==> src/rtl/pa_core_trap_ctrl_pkg.sv <==
// Shared constants for the machine-mode trap controller: FSM state codes,
// CSR addresses, cause codes and mstatus bit positions.
package pa_core_trap_ctrl_pkg;

    typedef enum logic [2:0] {
        ST_IDLE    = 3'd0,
        ST_MEPC    = 3'd1,
        ST_MSTATUS = 3'd2,
        ST_MCAUSE  = 3'd3,
        ST_MRET    = 3'd4
    } trap_state_e;

    localparam logic [11:0] CSR_MSTATUS = 12'h300;
    localparam logic [11:0] CSR_MEPC    = 12'h341;
    localparam logic [11:0] CSR_MCAUSE  = 12'h342;

    // Low five cause bits; the interrupt flag lives in the top data bit.
    localparam logic [4:0] CAUSE_ECALL  = 5'd11;
    localparam logic [4:0] CAUSE_EBREAK = 5'd3;
    localparam logic [4:0] CAUSE_SOFT   = 5'd3;

    localparam logic VALID   = 1'b1;
    localparam logic INVALID = 1'b0;

    localparam int MSTATUS_MIE  = 3;
    localparam int MSTATUS_MPIE = 7;
    localparam int MSTATUS_SOFT = 31;

endpackage

==> src/rtl/pa_core_trap_ctrl_prio_enc.sv <==
// Lowest-index-first priority encoder; idx_o is the first set request bit.
module pa_core_prio_enc #(
    parameter int N = 4
) (
    input  logic [N-1:0] req_i,
    output logic         vld_o,
    output logic [3:0]   idx_o
);

    // NOTE: every output gets a default before the loop so no latch is inferred.
    always_comb begin
        vld_o = 1'b0;
        idx_o = '0;
        for (int i = N - 1; i >= 0; i--) begin
            if (req_i[i]) begin
                vld_o = 1'b1;
                idx_o = 4'(i);
            end
        end
    end

endmodule

==> src/rtl/pa_core_trap_ctrl.sv <==
// Machine-mode trap controller: arbitrates exceptions, mret and interrupts,
// then sequences the mepc/mstatus/mcause writes and redirects fetch.
module pa_core_trap_ctrl
    import pa_core_trap_ctrl_pkg::*;
#(
    parameter int IRQ_NUM  = 4,
    parameter int DATA_W   = 32,
    parameter int CSR_W    = 12,
    parameter int VECTORED = 1
) (
    input  logic               clk_i,
    input  logic               rst_i,
    input  logic               inst_set_i,
    input  logic [2:0]         inst_func_i,
    input  logic [DATA_W-1:0]  pc_i,
    input  logic               jump_flag_i,
    input  logic [DATA_W-1:0]  jump_addr_i,
    input  logic [DATA_W-1:0]  csr_mtvec_i,
    input  logic [DATA_W-1:0]  csr_mepc_i,
    input  logic [DATA_W-1:0]  csr_mstatus_i,
    input  logic [IRQ_NUM-1:0] csr_mie_i,
    input  logic [IRQ_NUM-1:0] irq_i,
    output logic [CSR_W-1:0]   csr_waddr_o,
    output logic               csr_waddr_vld_o,
    output logic [DATA_W-1:0]  csr_wdata_o,
    output logic               hold_flag_o,
    output logic               int_req_o,
    output logic [DATA_W-1:0]  int_addr_o,
    output logic [IRQ_NUM-1:0] irq_pend_o
);

    trap_state_e        state_q, state_d;
    logic [IRQ_NUM-1:0] sync1_q, sync2_q, sync3_q;
    logic [IRQ_NUM-1:0] pend_q, pend_d, pend_clr;
    logic [IRQ_NUM-1:0] irq_req, irq_ack;
    logic               irq_vld;
    logic [3:0]         irq_idx;
    logic [DATA_W-1:0]  epc_q, epc_d, cause_q, cause_d, target_q, target_d;
    logic [DATA_W-1:0]  trap_cause, trap_base;
    logic               trap_take, exc_req, mret_req, soft_req, vec_mode;
    logic [CSR_W-1:0]   waddr_q, waddr_d;
    logic               wvld_q, wvld_d, int_req_q, int_req_d;
    logic [DATA_W-1:0]  wdata_q, wdata_d, int_addr_q, int_addr_d;

    assign irq_req = pend_q & csr_mie_i & {IRQ_NUM{csr_mstatus_i[MSTATUS_MIE]}};

    pa_core_prio_enc #(.N(IRQ_NUM)) u_prio_enc (
        .req_i (irq_req),
        .vld_o (irq_vld),
        .idx_o (irq_idx)
    );

    always_comb begin
        exc_req    = inst_set_i & (inst_func_i[2] | inst_func_i[1]);
        mret_req   = inst_set_i & inst_func_i[0];
        soft_req   = csr_mstatus_i[MSTATUS_SOFT] & csr_mstatus_i[MSTATUS_MIE];
        vec_mode   = (VECTORED != 0) && (csr_mtvec_i[1:0] == 2'b01);
        trap_base  = {csr_mtvec_i[DATA_W-1:2], 2'b00};
        trap_cause = '0;
        trap_take  = INVALID;
        irq_ack    = '0;
        if (exc_req) begin
            trap_take       = VALID;
            trap_cause[4:0] = inst_func_i[2] ? CAUSE_ECALL : CAUSE_EBREAK;
        end else if (!mret_req) begin
            if (irq_vld) begin
                trap_take              = VALID;
                trap_cause[DATA_W-1]   = 1'b1;
                trap_cause[4:0]        = {1'b1, irq_idx};
                irq_ack                = IRQ_NUM'(1) << irq_idx;
            end else if (soft_req) begin
                trap_take              = VALID;
                trap_cause[DATA_W-1]   = 1'b1;
                trap_cause[4:0]        = CAUSE_SOFT;
            end
        end
    end

    always_comb begin
        state_d  = state_q;
        epc_d    = epc_q;
        cause_d  = cause_q;
        target_d = target_q;
        pend_clr = '0;
        unique case (state_q)
            ST_IDLE: begin
                if (trap_take) begin
                    state_d  = ST_MEPC;
                    epc_d    = jump_flag_i ? jump_addr_i - DATA_W'(4) : pc_i - DATA_W'(8);
                    cause_d  = trap_cause;
                    target_d = (vec_mode && trap_cause[DATA_W-1])
                             ? trap_base + DATA_W'({trap_cause[4:0], 2'b00})
                             : trap_base;
                    pend_clr = irq_ack;
                end else if (mret_req) begin
                    state_d = ST_MRET;
                end
            end
            ST_MEPC:    state_d = ST_MSTATUS;
            ST_MSTATUS: state_d = ST_MCAUSE;
            ST_MCAUSE:  state_d = ST_IDLE;
            ST_MRET:    state_d = ST_IDLE;
            default:    state_d = ST_IDLE;
        endcase
        // A fresh edge in the acceptance cycle keeps the bit set.
        pend_d = (pend_q & ~pend_clr) | (sync2_q & ~sync3_q);
    end

    always_comb begin
        wvld_d     = INVALID;
        waddr_d    = '0;
        wdata_d    = '0;
        int_req_d  = INVALID;
        int_addr_d = '0;
        case (state_q)
            ST_MEPC: begin
                wvld_d  = VALID;
                waddr_d = CSR_W'(CSR_MEPC);
                wdata_d = epc_q;
            end
            ST_MSTATUS: begin
                wvld_d                = VALID;
                waddr_d               = CSR_W'(CSR_MSTATUS);
                wdata_d               = csr_mstatus_i;
                wdata_d[MSTATUS_MPIE] = csr_mstatus_i[MSTATUS_MIE];
                wdata_d[MSTATUS_MIE]  = 1'b0;
            end
            ST_MCAUSE: begin
                wvld_d     = VALID;
                waddr_d    = CSR_W'(CSR_MCAUSE);
                wdata_d    = cause_q;
                int_req_d  = VALID;
                int_addr_d = target_q;
            end
            ST_MRET: begin
                wvld_d                = VALID;
                waddr_d               = CSR_W'(CSR_MSTATUS);
                wdata_d               = csr_mstatus_i;
                wdata_d[MSTATUS_MIE]  = csr_mstatus_i[MSTATUS_MPIE];
                wdata_d[MSTATUS_MPIE] = 1'b1;
                int_req_d             = VALID;
                int_addr_d            = csr_mepc_i;
            end
            default: ;
        endcase
    end

    // NOTE: sequential state uses non-blocking assignments so all flops update together.
    always_ff @(posedge clk_i) begin
        if (rst_i) begin
            state_q    <= ST_IDLE;
            sync1_q    <= '0;
            sync2_q    <= '0;
            sync3_q    <= '0;
            pend_q     <= '0;
            epc_q      <= '0;
            cause_q    <= '0;
            target_q   <= '0;
            wvld_q     <= INVALID;
            waddr_q    <= '0;
            wdata_q    <= '0;
            int_req_q  <= INVALID;
            int_addr_q <= '0;
        end else begin
            state_q    <= state_d;
            sync1_q    <= irq_i;
            sync2_q    <= sync1_q;
            sync3_q    <= sync2_q;
            pend_q     <= pend_d;
            epc_q      <= epc_d;
            cause_q    <= cause_d;
            target_q   <= target_d;
            wvld_q     <= wvld_d;
            waddr_q    <= waddr_d;
            wdata_q    <= wdata_d;
            int_req_q  <= int_req_d;
            int_addr_q <= int_addr_d;
        end
    end

    assign csr_waddr_o     = waddr_q;
    assign csr_waddr_vld_o = wvld_q;
    assign csr_wdata_o     = wdata_q;
    assign int_req_o       = int_req_q;
    assign int_addr_o      = int_addr_q;
    assign irq_pend_o      = pend_q;
    assign hold_flag_o     = (state_q != ST_IDLE) | wvld_q;

endmodule

==> config.mk <==
export PLATFORM = sky130hd
export DESIGN_NAME = pa_core_trap_ctrl
export DESIGN_NICKNAME = d
export VERILOG_FILES = /design/src/rtl/pa_core_trap_ctrl_pkg.sv /design/src/rtl/pa_core_trap_ctrl_prio_enc.sv /design/src/rtl/pa_core_trap_ctrl.sv
export SDC_FILE = /design/constraint.sdc
export NUM_CORES = 1
export LEC_CHECK = 0
export ABC_CLOCK_PERIOD_IN_PS = 5110
export BUFFER_PORTS_ARGS = -buffer_cell sky130_fd_sc_hd__buf_2
export CELL_PAD_IN_SITES_DETAIL_PLACEMENT = 1
export CELL_PAD_IN_SITES_GLOBAL_PLACEMENT = 1
export CORE_MARGIN = 2
export CORE_UTILIZATION = 40
export DETAILED_ROUTE_END_ITERATION = 10
export GPL_ROUTABILITY_DRIVEN = 0
export PLACE_DENSITY_LB_ADDON = 0.15
export SYNTH_ARGS = -nofsm -noshare
export SYNTH_HDL_FRONTEND = slang
export SYNTH_SLANG_ARGS = --single-unit
==> constraint.sdc <==
create_clock -name clk_i -period 5.11 [get_ports clk_i]
set_clock_uncertainty 0.15 [all_clocks]
set_input_delay 0.511 -clock clk_i [delete_from_list [all_inputs] [get_ports clk_i]]
set_output_delay 0.511 -clock clk_i [all_outputs]
set_load 0.01 [all_outputs]
==> impl_results.html <==
<table>
<tr><th>Metric</th><th>Value</th></tr>
<tr><th colspan="2">Status</th></tr>
<tr><td>Result of the run</td><td>finished, final reports clean</td></tr>
<tr><th colspan="2">Worst setup path</th></tr>
<tr><td>Number of buffers and inverters on the critical path</td><td>2</td></tr>
<tr><td>Most used cell, CP</td><td>nand3_1</td></tr>
<tr><td>Critical path data required time</td><td>5300 ps</td></tr>
<tr><td>Maximum fanout count along the critical path</td><td>12</td></tr>
<tr><td>CP Cell Sequence</td><td>a22oi_1 &gt; nand3_1 &gt; nand3_1 &gt; a21oi_1 &gt; nor2_1 &gt; ha_1 &gt; inv_1 &gt; fa_1 &gt; and3b_1 &gt; o21ai_1 &gt; a2111oi_2 &gt; buf_4 &gt; nand4_1 &gt; xor2_1 &gt; a211oi_1</td></tr>
<tr><td>Critical-path top delay cell</td><td>a22oi_1</td></tr>
<tr><td>Worst stage delay on the critical path</td><td>400 ps</td></tr>
<tr><td>Critical path class</td><td>reg2reg</td></tr>
<tr><td>Worst Setup Start Kind</td><td>flip-flop</td></tr>
<tr><td>Kind of capture point of the worst setup path</td><td>flip-flop</td></tr>
<tr><td>Top cell family by delay on the critical path</td><td>compound AO/OA/AOI/OAI gates</td></tr>
<tr><td>Signal arrival time at the worst endpoint</td><td>3720 ps</td></tr>
<tr><th colspan="2">Placed design</th></tr>
<tr><td>Placed insts</td><td>1291</td></tr>
<tr><td>Area after detailed placement</td><td>0.00892 mm2</td></tr>
<tr><td>Worst Setup Slack post-DPL</td><td>1300 ps</td></tr>
<tr><td>PortBufs</td><td>250</td></tr>
<tr><td>HPWL after detailed placement</td><td>17100 um</td></tr>
<tr><th colspan="2">Die</th></tr>
<tr><td>Core Footprint</td><td>0.0186 mm2</td></tr>
<tr><td>I/O pin count</td><td>258</td></tr>
<tr><td>Total Die Area</td><td>0.0201 mm2</td></tr>
<tr><td>Standard-cell rows</td><td>50</td></tr>
<tr><td>Die extent in x</td><td>142 um</td></tr>
<tr><td>Height of the die</td><td>142 um</td></tr>
<tr><td>Starting utilization of the core area</td><td>40.8%</td></tr>
<tr><th colspan="2">Logic synthesis</th></tr>
<tr><td>Fraction of post-synthesis cell area in the top cell type by area</td><td>41.1%</td></tr>
<tr><td>Cell taking the most area after synthesis</td><td>dfxtp_1</td></tr>
<tr><td>Synthesized flop and latch total</td><td>156</td></tr>
<tr><td>Post-synthesis instance area</td><td>0.00760 mm2</td></tr>
<tr><td>Synth Area in Simple Gates</td><td>24.1%</td></tr>
<tr><td>Proportion of synthesized area in mux cells</td><td>3.49%</td></tr>
<tr><td>Most common cell in the netlist</td><td>dfxtp_1</td></tr>
<tr><td>Ranking of synthesized cells by area</td><td>dfxtp_1 41%, nor2_1 5.2%, xor2_1 4.6%, xnor2_1 4.5%, a22o_1 3.5%</td></tr>
<tr><td>Primary FF master, synth</td><td>dfxtp_1</td></tr>
<tr><td>Compound-cell area share of the yosys netlist</td><td>15.9%</td></tr>
<tr><td>Proportion of synthesized chip area in sequential cells</td><td>41.1%</td></tr>
<tr><td>Adder and majority gate portion of the synthesized area</td><td>1.25%</td></tr>
<tr><td>Count of yosys warnings during synthesis</td><td>0</td></tr>
<tr><td>Count of unique library cells instantiated by Yosys</td><td>67</td></tr>
<tr><td>Synthesized-area fraction occupied by xor and xnor cells</td><td>9.11%</td></tr>
<tr><td>Mean Syn Cell Area</td><td>8.90 um2</td></tr>
<tr><td>Gate Count Post-Synth</td><td>854</td></tr>
<tr><td>Leading post-synthesis cells by instance count</td><td>156 x dfxtp_1, 106 x nor2_1, 62 x nand2_1</td></tr>
<tr><td>EDFF count, synth</td><td>0</td></tr>
<tr><td>Combinational family with the most area after synthesis</td><td>simple AND/OR/NAND/NOR gates</td></tr>
<tr><td>Asr flop ratio synth</td><td>0%</td></tr>
<tr><th colspan="2">Clock network</th></tr>
<tr><td>Number of buffers inserted during clock tree synthesis</td><td>17</td></tr>
<tr><td>Clk_lat worst skew</td><td>430 ps</td></tr>
<tr><td>Number of clock sinks seen by CTS</td><td>156</td></tr>
<tr><td>Hold buffer count at CTS</td><td>0</td></tr>
<tr><td>Clock tree from TritonCTS</td><td>yes</td></tr>
<tr><td>Clock-pin slew on the worst setup and hold paths</td><td>70 ps</td></tr>
<tr><td>Maximum root-to-sink buffer count</td><td>2</td></tr>
<tr><td>H-tree lvl count</td><td>4</td></tr>
<tr><td>Number of gates resized after CTS</td><td>0</td></tr>
<tr><td>Number of buffers inserted by post-CTS setup repair</td><td>0</td></tr>
<tr><td>CTS root buf</td><td>clkbuf_16</td></tr>
<tr><th colspan="2">Layout</th></tr>
<tr><td>Share of cells above drive strength 1</td><td>29.9%</td></tr>
<tr><td>Cell area after layout</td><td>0.00950 mm2</td></tr>
<tr><td>Fill cell instance count of the final layout</td><td>2307</td></tr>
<tr><td>Multi-input logic area</td><td>0.00414 mm2</td></tr>
<tr><td>Number of nets in the layout</td><td>1258</td></tr>
<tr><td>End-of-flow core utilization</td><td>51.0%</td></tr>
<tr><td>Synth-to-Final Area Change</td><td>25.1%</td></tr>
<tr><td>Register area</td><td>0.00312 mm2</td></tr>
<tr><td>Final Non-Filler Cells</td><td>1324</td></tr>
<tr><th colspan="2">Global route</th></tr>
<tr><td>Number of antenna violations at the first check in global routing</td><td>3</td></tr>
<tr><td>First-pass GRT wire length</td><td>36000 um</td></tr>
<tr><td>Grt ovf</td><td>0</td></tr>
<tr><td>Pin count of the biggest net entering global routing</td><td>96</td></tr>
<tr><td>Global Route Usage Sum</td><td>22.4%</td></tr>
<tr><td>Via count of the first global-routing pass</td><td>7012</td></tr>
<tr><th colspan="2">Timing</th></tr>
<tr><td>Setup repair after global routing missed its margin</td><td>false</td></tr>
<tr><td>Final worst-path setup slack</td><td>1580 ps</td></tr>
<tr><td>Final hold violation count</td><td>0</td></tr>
<tr><td>Minimum hold slack</td><td>137 ps</td></tr>
<tr><td>Count of endpoints failing setup in the final report</td><td>0</td></tr>
<tr><td>Time the worst path needs with I/O delays and setup</td><td>3530 ps</td></tr>
<tr><td>Max Slew Vio Count</td><td>0</td></tr>
<tr><td>Final Cycle Share</td><td>69.1%</td></tr>
<tr><td>Least-Margin Pin Slew</td><td>1100 ps</td></tr>
<tr><td>Worst max-slew margin expressed relative to the limit</td><td>26.7%</td></tr>
<tr><td>Fin Setup TNS</td><td>0 ps</td></tr>
<tr><td>Achievable Freq</td><td>283 MHz</td></tr>
<tr><th colspan="2">Power and ir drop</th></tr>
<tr><td>Switching pwr</td><td>0.885 mW</td></tr>
<tr><td>Overall power of the completed layout</td><td>3.07 mW</td></tr>
<tr><td>Cell Pwr Density</td><td>323 mW/mm2</td></tr>
<tr><td>Sequential fraction of design power</td><td>44.1%</td></tr>
<tr><td>Peak VDD IR</td><td>0.190 mV</td></tr>
<tr><td>Clock power frac</td><td>40.2%</td></tr>
<tr><td>Sw Share</td><td>28.9%</td></tr>
<tr><td>Logic gate share of total power</td><td>15.7%</td></tr>
<tr><td>Total internal power</td><td>2.18 mW</td></tr>
<tr><td>Leak Pwr</td><td>4.02 nW</td></tr>
<tr><th colspan="2">Drt</th></tr>
<tr><td>Final wirelength</td><td>22300 um</td></tr>
<tr><td>Detailed route wirelength on metal3</td><td>1010 um</td></tr>
<tr><td>Total routed wire length on the met1 layer</td><td>10400 um</td></tr>
<tr><td>Total iterations of the first detailed-routing run</td><td>4</td></tr>
<tr><td>Routed wire per std cell</td><td>16.8 um</td></tr>
<tr><td>Vias post-DR</td><td>6956</td></tr>
<tr><td>Met2 wire length</td><td>10500 um</td></tr>
<tr><td>Average via count per standard cell</td><td>5.25</td></tr>
<tr><td>Highest metal used</td><td>met5</td></tr>
<tr><td>Detailed-route DRC error count</td><td>0</td></tr>
<tr><td>Detail Route Antenna Nets</td><td>0</td></tr>
<tr><td>Iteration-0 DRC count of the detailed router</td><td>273</td></tr>
<tr><th colspan="2">Worst hold path</th></tr>
<tr><td>Hold Path Class</td><td>in2reg</td></tr>
<tr><th colspan="2">Flow run</th></tr>
<tr><td>Maximum Capacitance Violations</td><td>0</td></tr>
</table>
[routing by layer]
layer  vias to the layer above  GRT usage, %
met4                         4          5.74
li1                       3476             -
met1                      3259          29.4
met3                        22          4.69
met2                       195          37.5
met5                         -             0
[flip-flops by register name (all words and copies together) (netlist names)]
name and flops:
state_q 3, csr_waddr_vld_o 1, target_q 30, csr_wdata_o 32
sync3_q 4, int_req_o 1, csr_waddr_o 4, epc_q 32
irq_pend_o 4, sync1_q 4, int_addr_o 32, sync2_q 4
cause_q 5
[path summary, 6_finish.rpt]
check / from / slack (ps) / end / depth (start not counted)
max: irq_pend_o[0] / 1580 / target_q[28] / 15
min reg2reg: sync1_q[2] / 290 / sync2_q[2] / 1
min: csr_mepc_i[0] / 140 / int_addr_o[0] / 2
max reg2reg: irq_pend_o[0] / 1580 / target_q[28] / 15
[kinds of logic after synthesis]
| group | after synthesis |
|---|---|
| and+or+nand+nor | 340 |
| AOI/OAI and AO/OA | 170 |
| DFF | 156 |
| xor gates and xnor gates | 79 |
| buffers and inverters | 75 |
| muxes | 26 |
| adders and majority gates | 7 |
| other | 1 |
[placed cells by master, fill, tap and decap left out, types with 18 or more instances in the layout]
cell type / synthesis / layout
nand3b_1: 19 / 19
a22o_1: 30 / 30
mux2i_1: 22 / 22
xnor2_1: 39 / 39
xor2_1: 40 / 40
dfxtp_1: 156 / 156
nor4_1: 18 / 18
a22oi_1: 32 / 32
buf_2: 2 / 249
nor3_1: 23 / 22
a211oi_1: 32 / 32
nand3_1: 21 / 21
nor2_1: 106 / 103
nand2_1: 62 / 62
a21oi_1: 27 / 27
[power by group through the flow]
| stage | Combinational [mW] | Sequential [mW] | Clock [mW] |
|---|---|---|---|
| floorplan | 0.303 | 1.37 | 0 |
| global placement | 0.473 | 1.38 | 0 |
| detailed placement | 0.482 | 1.38 | 0 |
| CTS | 0.484 | 1.35 | 1.26 |
| global route | 0.543 | 1.36 | 1.31 |
| finish | 0.481 | 1.35 | 1.23 |
[final cells by class]
cell class	instances	share of cell area, %
inverter	15	0.593
sequential	156	32.9
clock inverter	15	1.61
timing repair buffer	257	13.7
antenna	1	0.0263
multi-input combinational	629	43.6
clock buffer	17	4.48
tap	234	3.08
Note: power is estimated with default switching activity, not from simulation.
